[config.mk]
export PLATFORM = sky130hd
export DESIGN_NAME = sync_fifo_param_flat
export DESIGN_NICKNAME = d
export VERILOG_FILES = /design/src/rtl/sync_fifo_param_if.sv /design/src/rtl/sync_fifo_param.sv /design/src/flat_wrapper.sv
export SDC_FILE = /design/constraint.sdc
export NUM_CORES = 1
export LEC_CHECK = 0
export BUFFER_PORTS_ARGS = -buffer_cell sky130_fd_sc_hd__buf_2
export CORE_MARGIN = 4
export CORE_UTILIZATION = 45
export DETAILED_ROUTE_END_ITERATION = 10
export GPL_TIMING_DRIVEN = 0
export PLACE_DENSITY = 0.67
export SKIP_CTS_REPAIR_TIMING = 1
export SYNTH_ARGS = -nofsm -noshare
export SYNTH_HDL_FRONTEND = slang
export SYNTH_SLANG_ARGS = --single-unit
[constraint.sdc]
create_clock -name clk -period 2.35 [get_ports clk]
set_input_delay 0 -clock clk [delete_from_list [all_inputs] [get_ports clk]]
set_output_delay 0 -clock clk [all_outputs]
set_load 0.02 [all_outputs]
[src/rtl/sync_fifo_param_if.sv]
// Handshake bundle for sync_fifo_param: producer/consumer requests,
// read data and all status/error flags. master = user side, slave = FIFO.
interface sync_fifo_param_if #(
    parameter int DATA_W = 8,
    parameter int DEPTH  = 16
);
    localparam int CW = $clog2(DEPTH) + 1;

    // requests from the user side
    logic              write_en;
    logic [DATA_W-1:0] data_in;
    logic              read_en;
    logic              err_clr;

    // results and status from the FIFO
    logic [DATA_W-1:0] data_out;
    logic              data_valid;
    logic              full;
    logic              empty;
    logic              almost_full;
    logic              almost_empty;
    logic [CW-1:0]     count;
    logic              overflow;
    logic              underflow;

    modport master (
        output write_en,
        output data_in,
        output read_en,
        output err_clr,
        input  data_out,
        input  data_valid,
        input  full,
        input  empty,
        input  almost_full,
        input  almost_empty,
        input  count,
        input  overflow,
        input  underflow
    );

    modport slave (
        input  write_en,
        input  data_in,
        input  read_en,
        input  err_clr,
        output data_out,
        output data_valid,
        output full,
        output empty,
        output almost_full,
        output almost_empty,
        output count,
        output overflow,
        output underflow
    );
endinterface

[src/rtl/sync_fifo_param.sv]
// Parametrised single-clock FIFO with registered read data, fill level,
// almost-full/empty thresholds and sticky overflow/underflow flags.
// Ports: clk, rst (sync, active-low), bus (sync_fifo_param_if.slave):
//   write_en/data_in, read_en/data_out/data_valid, err_clr,
//   full, empty, almost_full, almost_empty, count, overflow, underflow.
module sync_fifo_param #(
    parameter int DATA_W   = 8,
    parameter int DEPTH    = 16,
    parameter int AF_LEVEL = DEPTH - 2,
    parameter int AE_LEVEL = 2
) (
    input  logic                clk,
    input  logic                rst,
    sync_fifo_param_if.slave    bus
);
    localparam int AW = $clog2(DEPTH);
    localparam int CW = AW + 1;

    logic [DATA_W-1:0] r_mem [DEPTH];

    logic [CW-1:0]     r_wr_ptr;
    logic [CW-1:0]     r_rd_ptr;
    logic [CW-1:0]     r_count;
    logic [DATA_W-1:0] r_data_out;
    logic              r_data_valid;
    logic              r_full;
    logic              r_empty;
    logic              r_almost_full;
    logic              r_almost_empty;
    logic              r_overflow;
    logic              r_underflow;

    logic              w_wr_acc;
    logic              w_rd_acc;
    logic              w_ovf_set;
    logic              w_unf_set;
    logic [CW-1:0]     w_count_nxt;
    logic [AW-1:0]     w_wr_idx;
    logic [AW-1:0]     w_rd_idx;

    // Acceptance is judged against the flags registered at cycle start,
    // so a read on an empty FIFO never bypasses a same-cycle write.
    assign w_wr_acc  = bus.write_en & ~r_full;
    assign w_rd_acc  = bus.read_en  & ~r_empty;
    assign w_ovf_set = bus.write_en &  r_full;
    assign w_unf_set = bus.read_en  &  r_empty;

    // The wrap bit is dropped for addressing; it only keeps the
    // pointer difference meaningful across a full lap.
    assign w_wr_idx = r_wr_ptr[AW-1:0];
    assign w_rd_idx = r_rd_ptr[AW-1:0];

    always_comb begin
        w_count_nxt = r_count;
        unique case ({w_wr_acc, w_rd_acc})
            2'b10:   w_count_nxt = r_count + CW'(1);
            2'b01:   w_count_nxt = r_count - CW'(1);
            default: w_count_nxt = r_count;
        endcase
    end

    // Storage is deliberately left out of reset.
    always_ff @(posedge clk) begin
        if (rst && w_wr_acc) begin
            r_mem[w_wr_idx] <= bus.data_in;
        end
    end

    always_ff @(posedge clk) begin
        if (!rst) begin
            r_wr_ptr       <= '0;
            r_rd_ptr       <= '0;
            r_count        <= '0;
            r_data_out     <= '0;
            r_data_valid   <= 1'b0;
            r_full         <= 1'b0;
            r_empty        <= 1'b1;
            r_almost_full  <= 1'b0;
            r_almost_empty <= 1'b1;
            r_overflow     <= 1'b0;
            r_underflow    <= 1'b0;
        end else begin
            if (w_wr_acc) begin
                r_wr_ptr <= r_wr_ptr + CW'(1);
            end
            if (w_rd_acc) begin
                r_rd_ptr   <= r_rd_ptr + CW'(1);
                r_data_out <= r_mem[w_rd_idx];
            end
            r_data_valid <= w_rd_acc;

            // Flags follow the next count so they change on the same
            // edge as count itself.
            r_count        <= w_count_nxt;
            r_full         <= (w_count_nxt == CW'(DEPTH));
            r_empty        <= (w_count_nxt == '0);
            r_almost_full  <= (w_count_nxt >= CW'(AF_LEVEL));
            r_almost_empty <= (w_count_nxt <= CW'(AE_LEVEL));

            // A set event in the same cycle wins over err_clr.
            if (w_ovf_set) begin
                r_overflow <= 1'b1;
            end else if (bus.err_clr) begin
                r_overflow <= 1'b0;
            end
            if (w_unf_set) begin
                r_underflow <= 1'b1;
            end else if (bus.err_clr) begin
                r_underflow <= 1'b0;
            end
        end
    end

    // Pointer distance must always equal the tracked fill level.
    always_ff @(posedge clk) begin
        if (rst) begin
            assert ((r_wr_ptr - r_rd_ptr) == r_count)
            else $error("sync_fifo_param: pointer/count disagree");
        end
    end

    assign bus.data_out     = r_data_out;
    assign bus.data_valid   = r_data_valid;
    assign bus.full         = r_full;
    assign bus.empty        = r_empty;
    assign bus.almost_full  = r_almost_full;
    assign bus.almost_empty = r_almost_empty;
    assign bus.count        = r_count;
    assign bus.overflow     = r_overflow;
    assign bus.underflow    = r_underflow;
endmodule

[src/flat_wrapper.sv]
// flat-port wrapper written by rule: the top's interface ports become plain ports
module sync_fifo_param_flat 
#(
    parameter int DATA_W   = 8,
    parameter int DEPTH    = 16,
    parameter int AF_LEVEL = DEPTH - 2,
    parameter int AE_LEVEL = 2
)
  (clk, rst, bus_write_en, bus_data_in, bus_read_en, bus_err_clr, bus_data_out, bus_data_valid, bus_full, bus_empty, bus_almost_full, bus_almost_empty, bus_count, bus_overflow, bus_underflow);
  sync_fifo_param_if #(.DATA_W(DATA_W), .DEPTH(DEPTH)) bus_i ();
  input  logic clk;
  input  logic rst;
  input wire logic [$bits(bus_i.write_en)-1:0] bus_write_en;
  input wire logic [$bits(bus_i.data_in)-1:0] bus_data_in;
  input wire logic [$bits(bus_i.read_en)-1:0] bus_read_en;
  input wire logic [$bits(bus_i.err_clr)-1:0] bus_err_clr;
  output wire logic [$bits(bus_i.data_out)-1:0] bus_data_out;
  output wire logic [$bits(bus_i.data_valid)-1:0] bus_data_valid;
  output wire logic [$bits(bus_i.full)-1:0] bus_full;
  output wire logic [$bits(bus_i.empty)-1:0] bus_empty;
  output wire logic [$bits(bus_i.almost_full)-1:0] bus_almost_full;
  output wire logic [$bits(bus_i.almost_empty)-1:0] bus_almost_empty;
  output wire logic [$bits(bus_i.count)-1:0] bus_count;
  output wire logic [$bits(bus_i.overflow)-1:0] bus_overflow;
  output wire logic [$bits(bus_i.underflow)-1:0] bus_underflow;
  assign bus_i.write_en = bus_write_en;
  assign bus_i.data_in = bus_data_in;
  assign bus_i.read_en = bus_read_en;
  assign bus_i.err_clr = bus_err_clr;
  assign bus_data_out = bus_i.data_out;
  assign bus_data_valid = bus_i.data_valid;
  assign bus_full = bus_i.full;
  assign bus_empty = bus_i.empty;
  assign bus_almost_full = bus_i.almost_full;
  assign bus_almost_empty = bus_i.almost_empty;
  assign bus_count = bus_i.count;
  assign bus_overflow = bus_i.overflow;
  assign bus_underflow = bus_i.underflow;
  sync_fifo_param #(.DATA_W(DATA_W), .DEPTH(DEPTH), .AF_LEVEL(AF_LEVEL), .AE_LEVEL(AE_LEVEL)) u_core (.clk(clk), .rst(rst), .bus(bus_i));
endmodule
==> results of run 1 <==
[placed cells by master (no fill, tap or decap), types with 3 or more instances in the layout]
cell type                       instances
sky130_fd_sc_hd__a21oi_1                5
sky130_fd_sc_hd__and2_1                 9
sky130_fd_sc_hd__ha_1                   5
sky130_fd_sc_hd__dfxtp_1               27
sky130_fd_sc_hd__buf_4                  9
sky130_fd_sc_hd__mux4_2                40
sky130_fd_sc_hd__nand2b_1               3
sky130_fd_sc_hd__nor3b_1                3
sky130_fd_sc_hd__nand2_1               28
sky130_fd_sc_hd__inv_1                  5
sky130_fd_sc_hd__a21boi_0               3
sky130_fd_sc_hd__nand3_1               10
sky130_fd_sc_hd__inv_6                  3
sky130_fd_sc_hd__nor2b_1                4
sky130_fd_sc_hd__dlygate4sd3_1         10
sky130_fd_sc_hd__clkbuf_1              14
sky130_fd_sc_hd__clkbuf_16             17
sky130_fd_sc_hd__nand4_1                3
sky130_fd_sc_hd__buf_2                 35
sky130_fd_sc_hd__nor2_1                21
sky130_fd_sc_hd__edfxtp_1             128
sky130_fd_sc_hd__bufinv_16              4
sky130_fd_sc_hd__xnor2_1                9
sky130_fd_sc_hd__clkbuf_2               4
[kinds of logic (layout without fill, tap and decap cells)]
group / count (synthesis) / in the layout / synth area share
mux: 42 / 42 / 0.1462
compound gates: 22 / 22 / 0.02583
buf+inv: 28 / 108 / 0.01986
xor+xnor: 11 / 11 / 0.01530
fa+ha+maj: 7 / 7 / 0.01390
flops: 156 / 156 / 0.6992
simple gates: 97 / 97 / 0.07966
[layer usage]
layer  up-vias  track usage
met3         9      0.05044
li1       1544            -
met5         -            0
met1      1751       0.2224
met2       104       0.2667
met4         0      0.05741
[power by group]
group / total (mW) / leakage (nW) / switching, mW / internal (mW)
combinational: 1.44 / 0.862 / 0.788 / 0.649
sequential: 3.18 / 1.38 / 0.0723 / 3.11
clock: 2.87 / 0.295 / 1.06 / 1.81
[through the flow]
| step | hold WS (ns) | area [um2] | setup WS, ns |
|---|---|---|---|
| 2_1_floorplan | 0.09887 | 6299 | 0.01990 |
| 3_3_place_gp | 0.2944 | 6679 | -0.2057 |
| 3_5_place_dp | 0.3120 | 6679 | -0.2705 |
| 4_1_cts | -0.1221 | 7300 | -0.2860 |
| 5_1_grt | 0.0001218 | 7525 | -0.1136 |
| 6_report | -0.04911 | 7525 | 0.02786 |
[worst max-delay path, delay by kind of cell (launching register included)]
kind / cells / cell delay [ns]
flip-flops: 1 / 0.32
AO/OA/AOI/OAI: 3 / 0.86
adder cells (fa/ha/maj): 1 / 0.19
buffers and inverters: 1 / 0.11
AND/OR/NAND/NOR: 3 / 0.36
XOR/XNOR: 2 / 0.34
[area by class of cell]
| type | instances | area (um2) |
|---|---|---|
| fill | 1078 | 5928 |
| sequential | 156 | 4405 |
| multi-input combinational | 179 | 1828 |
| clock buffer | 22 | 454.2 |
| timing repair buffer | 48 | 305.3 |
| tap | 176 | 220.2 |
| clock inverter | 10 | 166.4 |
| buffer | 21 | 106.4 |
| inverter | 7 | 38.79 |
[worst max path at each step]
stage | from | end
6_report | u_core.bus.empty$_SDFF_PN1_ | u_core.bus.empty$_SDFF_PN1_
3_3_place_gp | u_core.bus.full$_SDFF_PN0_ | u_core.bus.empty$_SDFF_PN1_
3_5_place_dp | u_core.bus.full$_SDFF_PN0_ | u_core.bus.empty$_SDFF_PN1_
5_1_grt | u_core.bus.empty$_SDFF_PN1_ | u_core.bus.empty$_SDFF_PN1_
2_1_floorplan | u_core.bus.full$_SDFF_PN0_ | u_core.bus.almost_empty$_SDFF_PN1_
4_1_cts | u_core.bus.full$_SDFF_PN0_ | u_core.bus.empty$_SDFF_PN1_
[registers in the layout, summed over array words and instances, names as in the netlist]
signal	cells
u_core.r_mem	128
u_core.bus.data_out	8
u_core.bus.count	5
u_core.r_rd_ptr	4
u_core.r_wr_ptr	4
u_core.bus.almost_empty	1
u_core.bus.almost_full	1
u_core.bus.data_valid	1
u_core.bus.empty	1
u_core.bus.full	1
u_core.bus.overflow	1
u_core.bus.underflow	1
==> metrics.log, run 1 <==
[metrics] cts bufs inserted: 17
[metrics] # DRC: 0
[metrics] count of inserted antenna diode cells: 0
[metrics] insertion delay to the later sink of the worst-skew pair: 0.42 ns
[metrics] startpoint of the worst register-to-register path: u_core.bus.empty$_SDFF_PN1_
[metrics] final hold violation count: 2
[metrics] pin count of the biggest net entering global routing: 17
[metrics] row count: 42
[metrics] dpl cells: 571
[metrics] most prevalent standard cell on the critical path: sky130_fd_sc_hd__a21oi_1
[metrics] area share of the largest cell type after synthesis: 0.6103
[metrics] Sink Count: 156
[metrics] Hold Path Cell Cnt: 4
[metrics] startpoint of the lowest-slack hold path: bus_err_clr
[metrics] sum of routed wire length over all layers: 12830 um
[metrics] number of H-tree levels: 4
[metrics] library cells used by synthesis: 43
[metrics] leakage power total: 2.539 nW
[metrics] startpoint-to-endpoint class of the critical path: reg -> reg
[metrics] worst clock skew on the final layout: 0.01298 ns
[metrics] number of iterations in the first detailed-routing pass: 5
[metrics] vias per cell: 5.506
[metrics] via count of the routed design: 3408
[metrics] Post-synth EDFFs: 128
[metrics] setup repair after global routing missed its margin: true
[metrics] share of the core filled with cells: 0.5593
[metrics] synth warn: 0
[metrics] die width: 126.3 um
[metrics] TNS Setup: 0 ns
[metrics] worst vdd rail ir drop: 496.5 uV
[metrics] GP Congestion: 0.8016
[metrics] largest stage delay on the critical path: 0.43 ns
[metrics] cell depth of the worst flop-to-flop path: 10
[metrics] register bit total from synthesis: 156
[metrics] post-route antenna net violation count: 0
[metrics] highest metal used: met4
[metrics] Req. time, crit path: 2.62 ns
[metrics] post-detail-place hpwl: 8423 um
[metrics] Die Y: 126.3 um
[metrics] sequential area share after synthesis: 0.6992
[metrics] async set-reset flop share out of synthesis: 0
[metrics] terminus of the critical flop-to-flop path: u_core.bus.empty$_SDFF_PN1_
[metrics] kind of capture point of the worst setup path: flip-flop
[metrics] most used standard cells in the synthesized netlist: sky130_fd_sc_hd__edfxtp_1 (128), sky130_fd_sc_hd__mux4_2 (40), sky130_fd_sc_hd__nand2_1 (29)
[metrics] initial antenna violation count: 0
[metrics] total of buffers placed on input and output ports: 32
[metrics] setup-violating endpoint count in the final report: 0
[metrics] Iteration-0 DRC Markers: 258
[metrics] Total GRT Usage: 0.1676
[metrics] average detailed-routed wire length per instance: 20.73 um
[metrics] placeable core region: 13450 um2
[metrics] crit path DAT: 2.59 ns
[metrics] status: finished, violations left
[metrics] non-filler cells in the finished layout: 619
[metrics] number of global-route vias before repair: 3376
[metrics] clock slew seen by the registers of the worst setup and hold paths: 0.06 ns
[metrics] Top Ports: 33
[metrics] number of max-slew violations in the final report: 0
[metrics] startpoint class of the critical path: flip-flop
[metrics] Max Fclk: 430.6 MHz
[metrics] slowest cell on the critical path: sky130_fd_sc_hd__a311oi_2
[metrics] CP Cell Sequence: nand2b_4, inv_6, nand2_4, xnor2_1, ha_2, a21oi_1, xnor2_2, nor4_1, a311oi_2, a21oi_1
[metrics] pin slew with the least headroom to its limit: 1.082 ns
[metrics] share of the cycle needed by the critical path after routing: 0.9881
[metrics] maximum capacitance violations: 0
[metrics] Final Hold Slack: -0.04911 ns
[metrics] CTS tree: built
[metrics] area growth from synthesis to layout: 19.47%
[metrics] Power per Cell Area: 994.9 nW/um2
[metrics] starting density of the core: 0.4682
[metrics] Cells after Synth: 363
[metrics] Worst slew margin: 0.2762
[metrics] final net count: 450
[metrics] sum of routed wire segments on met1: 5392 um
[metrics] first-pass GRT wire length: 19670 um
[metrics] WL met2: 6442 um
[metrics] hold path endpoint: u_core.bus.overflow$_SDFFE_PN0P_
[metrics] slack of the worst reg-to-reg path: 0.03 ns
[metrics] most frequent cell after synthesis: sky130_fd_sc_hd__edfxtp_1
[metrics] failing checks: negative hold slack
[metrics] area of the die: 15950 um2
[metrics] worst min path class: in -> reg
[metrics] main area contributors after synthesis: sky130_fd_sc_hd__edfxtp_1 (61%), sky130_fd_sc_hd__mux4_2 (14%), sky130_fd_sc_hd__dfxtp_1 (8.9%), sky130_fd_sc_hd__nand2_1 (1.7%), sky130_fd_sc_hd__ha_1 (1.4%)
[metrics] Clock Root Buffer: sky130_fd_sc_hd__clkbuf_16
[metrics] post-route minimum period: 2.322 ns
[metrics] Tot Pwr: 7.486 mW
[metrics] Max Buffers Root-to-Sink: 2
[metrics] biggest fanout along the worst timing path: 9
[metrics] remaining global-route overflow: 0
[metrics] Mapped Nets: 383
[metrics] per-instance average area after synthesis: 17.35 um2
[metrics] Post-Synthesis Cell Area: 6299 um2
[metrics] leading area contributor after synthesis: sky130_fd_sc_hd__edfxtp_1
[metrics] fraction of layout cells with a size suffix above 1: 0.3070
[metrics] met3 routed WL: 868 um
[metrics] Primary FF master, synth: sky130_fd_sc_hd__edfxtp_1
No activity file was read; power rests on OpenSTA's default activity.
==> inputs of run 2 (changes only) <==
--- a/config.mk
+++ b/config.mk
@@ -6,6 +6,7 @@
 export NUM_CORES = 1
 export LEC_CHECK = 0
 export BUFFER_PORTS_ARGS = -buffer_cell sky130_fd_sc_hd__buf_2
+export CORE_ASPECT_RATIO = 1.2
 export CORE_MARGIN = 4
 export CORE_UTILIZATION = 45
 export DETAILED_ROUTE_END_ITERATION = 10
==> metrics.log, run 2 (synthesized netlist as in run 1, its figures left out) <==
[metrics] post-route cell area: 7587 um2 (+0.83%)
[metrics] clock power share: 0.374 (-0.009)
[metrics] number of H-tree levels: 4 (unchanged)
[metrics] kind of capture point of the worst setup path: flip-flop
[metrics] number of max-slew violations in the final report: 0 (unchanged)
[metrics] fraction of layout cells with a size suffix above 1: 0.3051 (-0.001875)
[metrics] Post-Place Setup Slack: -0.2426 ns (+0.02793 ns)
[metrics] internal power: 5.552 mW (-0.35%)
[metrics] cts bufs inserted: 17 (unchanged)
[metrics] placed instance area: 6673 um2 (about the same)
[metrics] biggest fanout along the worst timing path: 7 (-2)
[metrics] most common cell after layout, fill and taps aside: sky130_fd_sc_hd__edfxtp_1
[metrics] Sink Count: 156 (unchanged)
[metrics] share of the cycle needed by the critical path after routing: 0.9805 (-0.007671)
[metrics] leakage power total: 2.580 nW (+1.6%)
[metrics] CTS tree: built
[metrics] row count: 47 (+12%)
[metrics] first-pass GRT wire length: 19170 um (-2.5%)
[metrics] number of iterations in the first detailed-routing pass: 5 (unchanged)
[metrics] fraction of power consumed by combinational cells: 0.200 (+0.008)
[metrics] net switching component of the power: 1.921 mW (+0.31%)
[metrics] area of the die: 15960 um2 (about the same)
[metrics] Max Buffers Root-to-Sink: 2 (unchanged)
[metrics] Worst slew margin: 0.2717 (-0.004477)
[metrics] most prevalent standard cell on the critical path: sky130_fd_sc_hd__a21oi_1
[metrics] status: finished clean
[metrics] number of global-route vias before repair: 3347 (-0.86%)
[metrics] Max Fclk: 434.0 MHz (+0.78%)
[metrics] worst min path class: reg -> reg
[metrics] via count of the routed design: 3481 (+2.1%)
[metrics] pin count of the biggest net entering global routing: 17 (unchanged)
[metrics] vias per cell: 5.615 (+2.0%)
[metrics] flip-flop count of the largest register, all copies and words added: 128 (unchanged)
[metrics] average detailed-routed wire length per instance: 20.57 um (-0.74%)
[metrics] pin slew with the least headroom to its limit: 1.088 ns (+0.006691 ns)
[metrics] post-route minimum period: 2.304 ns (-0.01803 ns)
[metrics] area growth from synthesis to layout: 20.46%
[metrics] insertion delay to the later sink of the worst-skew pair: 0.42 ns (about the same)
[metrics] switching part of the total: 0.2571 (+0.001252)
[metrics] count of inserted antenna diode cells: 0 (unchanged)
[metrics] final net count: 456 (+1.3%)
[metrics] slowest cell on the critical path: sky130_fd_sc_hd__a311oi_2
[metrics] post-route antenna net violation count: 0 (unchanged)
[metrics] total of buffers placed on input and output ports: 32 (unchanged)
[metrics] Die Y: 137.6 um (+8.9%)
[metrics] # DRC: 0 (unchanged)
[metrics] worst vdd rail ir drop: 548.6 uV (+10%)
[metrics] remaining global-route overflow: 0 (unchanged)
[metrics] Top Ports: 33 (unchanged)
[metrics] GP Congestion: 0.8245 (+2.9%)
[metrics] placeable core region: 13760 um2 (+2.3%)
[metrics] number of fill cells: 1089 (+1.0%)
[metrics] sum of routed wire length over all layers: 12760 um (-0.58%)
[metrics] worst clock skew on the final layout: 0.01095 ns (-0.002024 ns)
[metrics] Final WS setup: 0.04589 ns (+0.01803 ns)
[metrics] Total GRT Usage: 0.1688 (+0.001210)
[metrics] setup-violating endpoint count in the final report: 0 (unchanged)
[metrics] starting density of the core: 0.4577 (-0.01047)
[metrics] number of buffers and inverters on the critical path: 3 (+2)
[metrics] Iteration-0 DRC Markers: 329 (+28%)
[metrics] register containing the most flip-flops in the final layout: u_core.r_mem
[metrics] CP Cell Sequence: nor2b_4, buf_8, inv_8, nand2_4, xnor2_1, ha_2, a21oi_1, xnor2_2, buf_4, nor4_2, a311oi_2, a21oi_1
[metrics] startpoint-to-endpoint class of the critical path: reg -> reg
[metrics] Top delay family on crit path: compound AO/OA/AOI/OAI gates
[metrics] clock slew seen by the registers of the worst setup and hold paths: 0.06 ns (about the same)
[metrics] maximum capacitance violations: 0 (unchanged)
[metrics] initial antenna violation count: 0 (unchanged)
[metrics] Clock Root Buffer: sky130_fd_sc_hd__clkbuf_16
[metrics] post-detail-place hpwl: 8361 um (-0.74%)
[metrics] crit path DAT: 2.59 ns (about the same)
[metrics] Power per Cell Area: 984.9 nW/um2 (-1.0%)
[metrics] startpoint class of the critical path: flip-flop
[metrics] die width: 116 um (-8.2%)
[metrics] share of total power in sequential cells: 0.426 (about the same)
[metrics] largest stage delay on the critical path: 0.42 ns (about the same)
[metrics] most frequent cells in the layout: sky130_fd_sc_hd__edfxtp_1 (128), sky130_fd_sc_hd__mux4_2 (40), sky130_fd_sc_hd__buf_2 (34)
[metrics] final hold violation count: 0 (-2)
[metrics] Req. time, crit path: 2.64 ns (+0.02 ns)
run 2: cell types whose count changed in the layout (fill, tap and decap cells not counted), moves of 2 or more:
cell | previous run | this run
sky130_fd_sc_hd__inv_6 | 3 | 1
sky130_fd_sc_hd__clkinv_1 | 0 | 4
sky130_fd_sc_hd__dlygate4sd3_1 | 10 | 13
sky130_fd_sc_hd__buf_6 | 1 | 4
sky130_fd_sc_hd__clkbuf_1 | 14 | 11
run 2: worst paths after layout:
path | depth (start not counted) | startpoint | end | slack (ns)
hold / removal | 2 | u_core.bus.data_out[1]$_SDFFE_PN0P_ | u_core.bus.data_out[1]$_SDFFE_PN0P_ | 0.45
setup reg to reg | 12 | u_core.bus.full$_SDFF_PN0_ | u_core.bus.empty$_SDFF_PN1_ | 0.05
hold reg to reg | 2 | u_core.bus.data_out[1]$_SDFFE_PN0P_ | u_core.bus.data_out[1]$_SDFFE_PN0P_ | 0.45
setup / recovery | 12 | u_core.bus.full$_SDFF_PN0_ | u_core.bus.empty$_SDFF_PN1_ | 0.05
run 2: through the flow:
step | power [mW] | hold slack, ns | util | TNS [ns] | cells
after CTS | 7.328 | -0.1184 | 0.5287 | -2.270 | 598
after global routing | 7.792 | 0.4864 | 0.5514 | -0.09367 | 620
after global placement | 4.527 | 0.2912 | 0.4849 | -2.092 | 566
final | 7.473 | 0.4530 | 0.5514 | 0 | 620
after floorplan | 4.186 | 0.09887 | - | 0 | 363
after detailed placement | 4.558 | 0.3240 | 0.4849 | -2.180 | 566
run 2: final cells by class:
| cell class | count | area [um2] | area share |
|---|---|---|---|
| flip-flops and latches | 156 | 4405 | 0.5806 |
| multi-input cells | 179 | 1838 | 0.2422 |
| clock buffers | 18 | 429.2 | 0.05656 |
| repair buffers | 54 | 357.8 | 0.04716 |
| well taps | 171 | 214.0 | 0.02820 |
| clock inverters | 14 | 173.9 | 0.02292 |
| plain buffers | 21 | 127.6 | 0.01682 |
| inverters | 7 | 41.29 | 0.005442 |
run 2: per-layer routing:
metal	track usage	up-vias	share of wire
met5	0	-	0
met4	0.06125	0	0.018
met3	0.04569	23	0.047
met2	0.2770	119	0.53
met1	0.2163	1777	0.40
li1	-	1562	-
run 2: tightest hold or removal path, delay by kind of cell (launching register included):
| family | cells | cell delay (ns) |
|---|---|---|
| flip-flops | 1 | 0.31 |
| AND/OR/NAND/NOR | 2 | 0.10 |
run 2: power groups by stage:
stage / logic [mW] / registers (mW) / clock network [mW]
global placement: 1.30 / 3.23 / 0
floorplan: 0.861 / 3.33 / 0
global route: 1.63 / 3.19 / 2.97
detailed placement: 1.32 / 3.24 / 0
finish: 1.49 / 3.18 / 2.79
CTS: 1.32 / 3.18 / 2.82
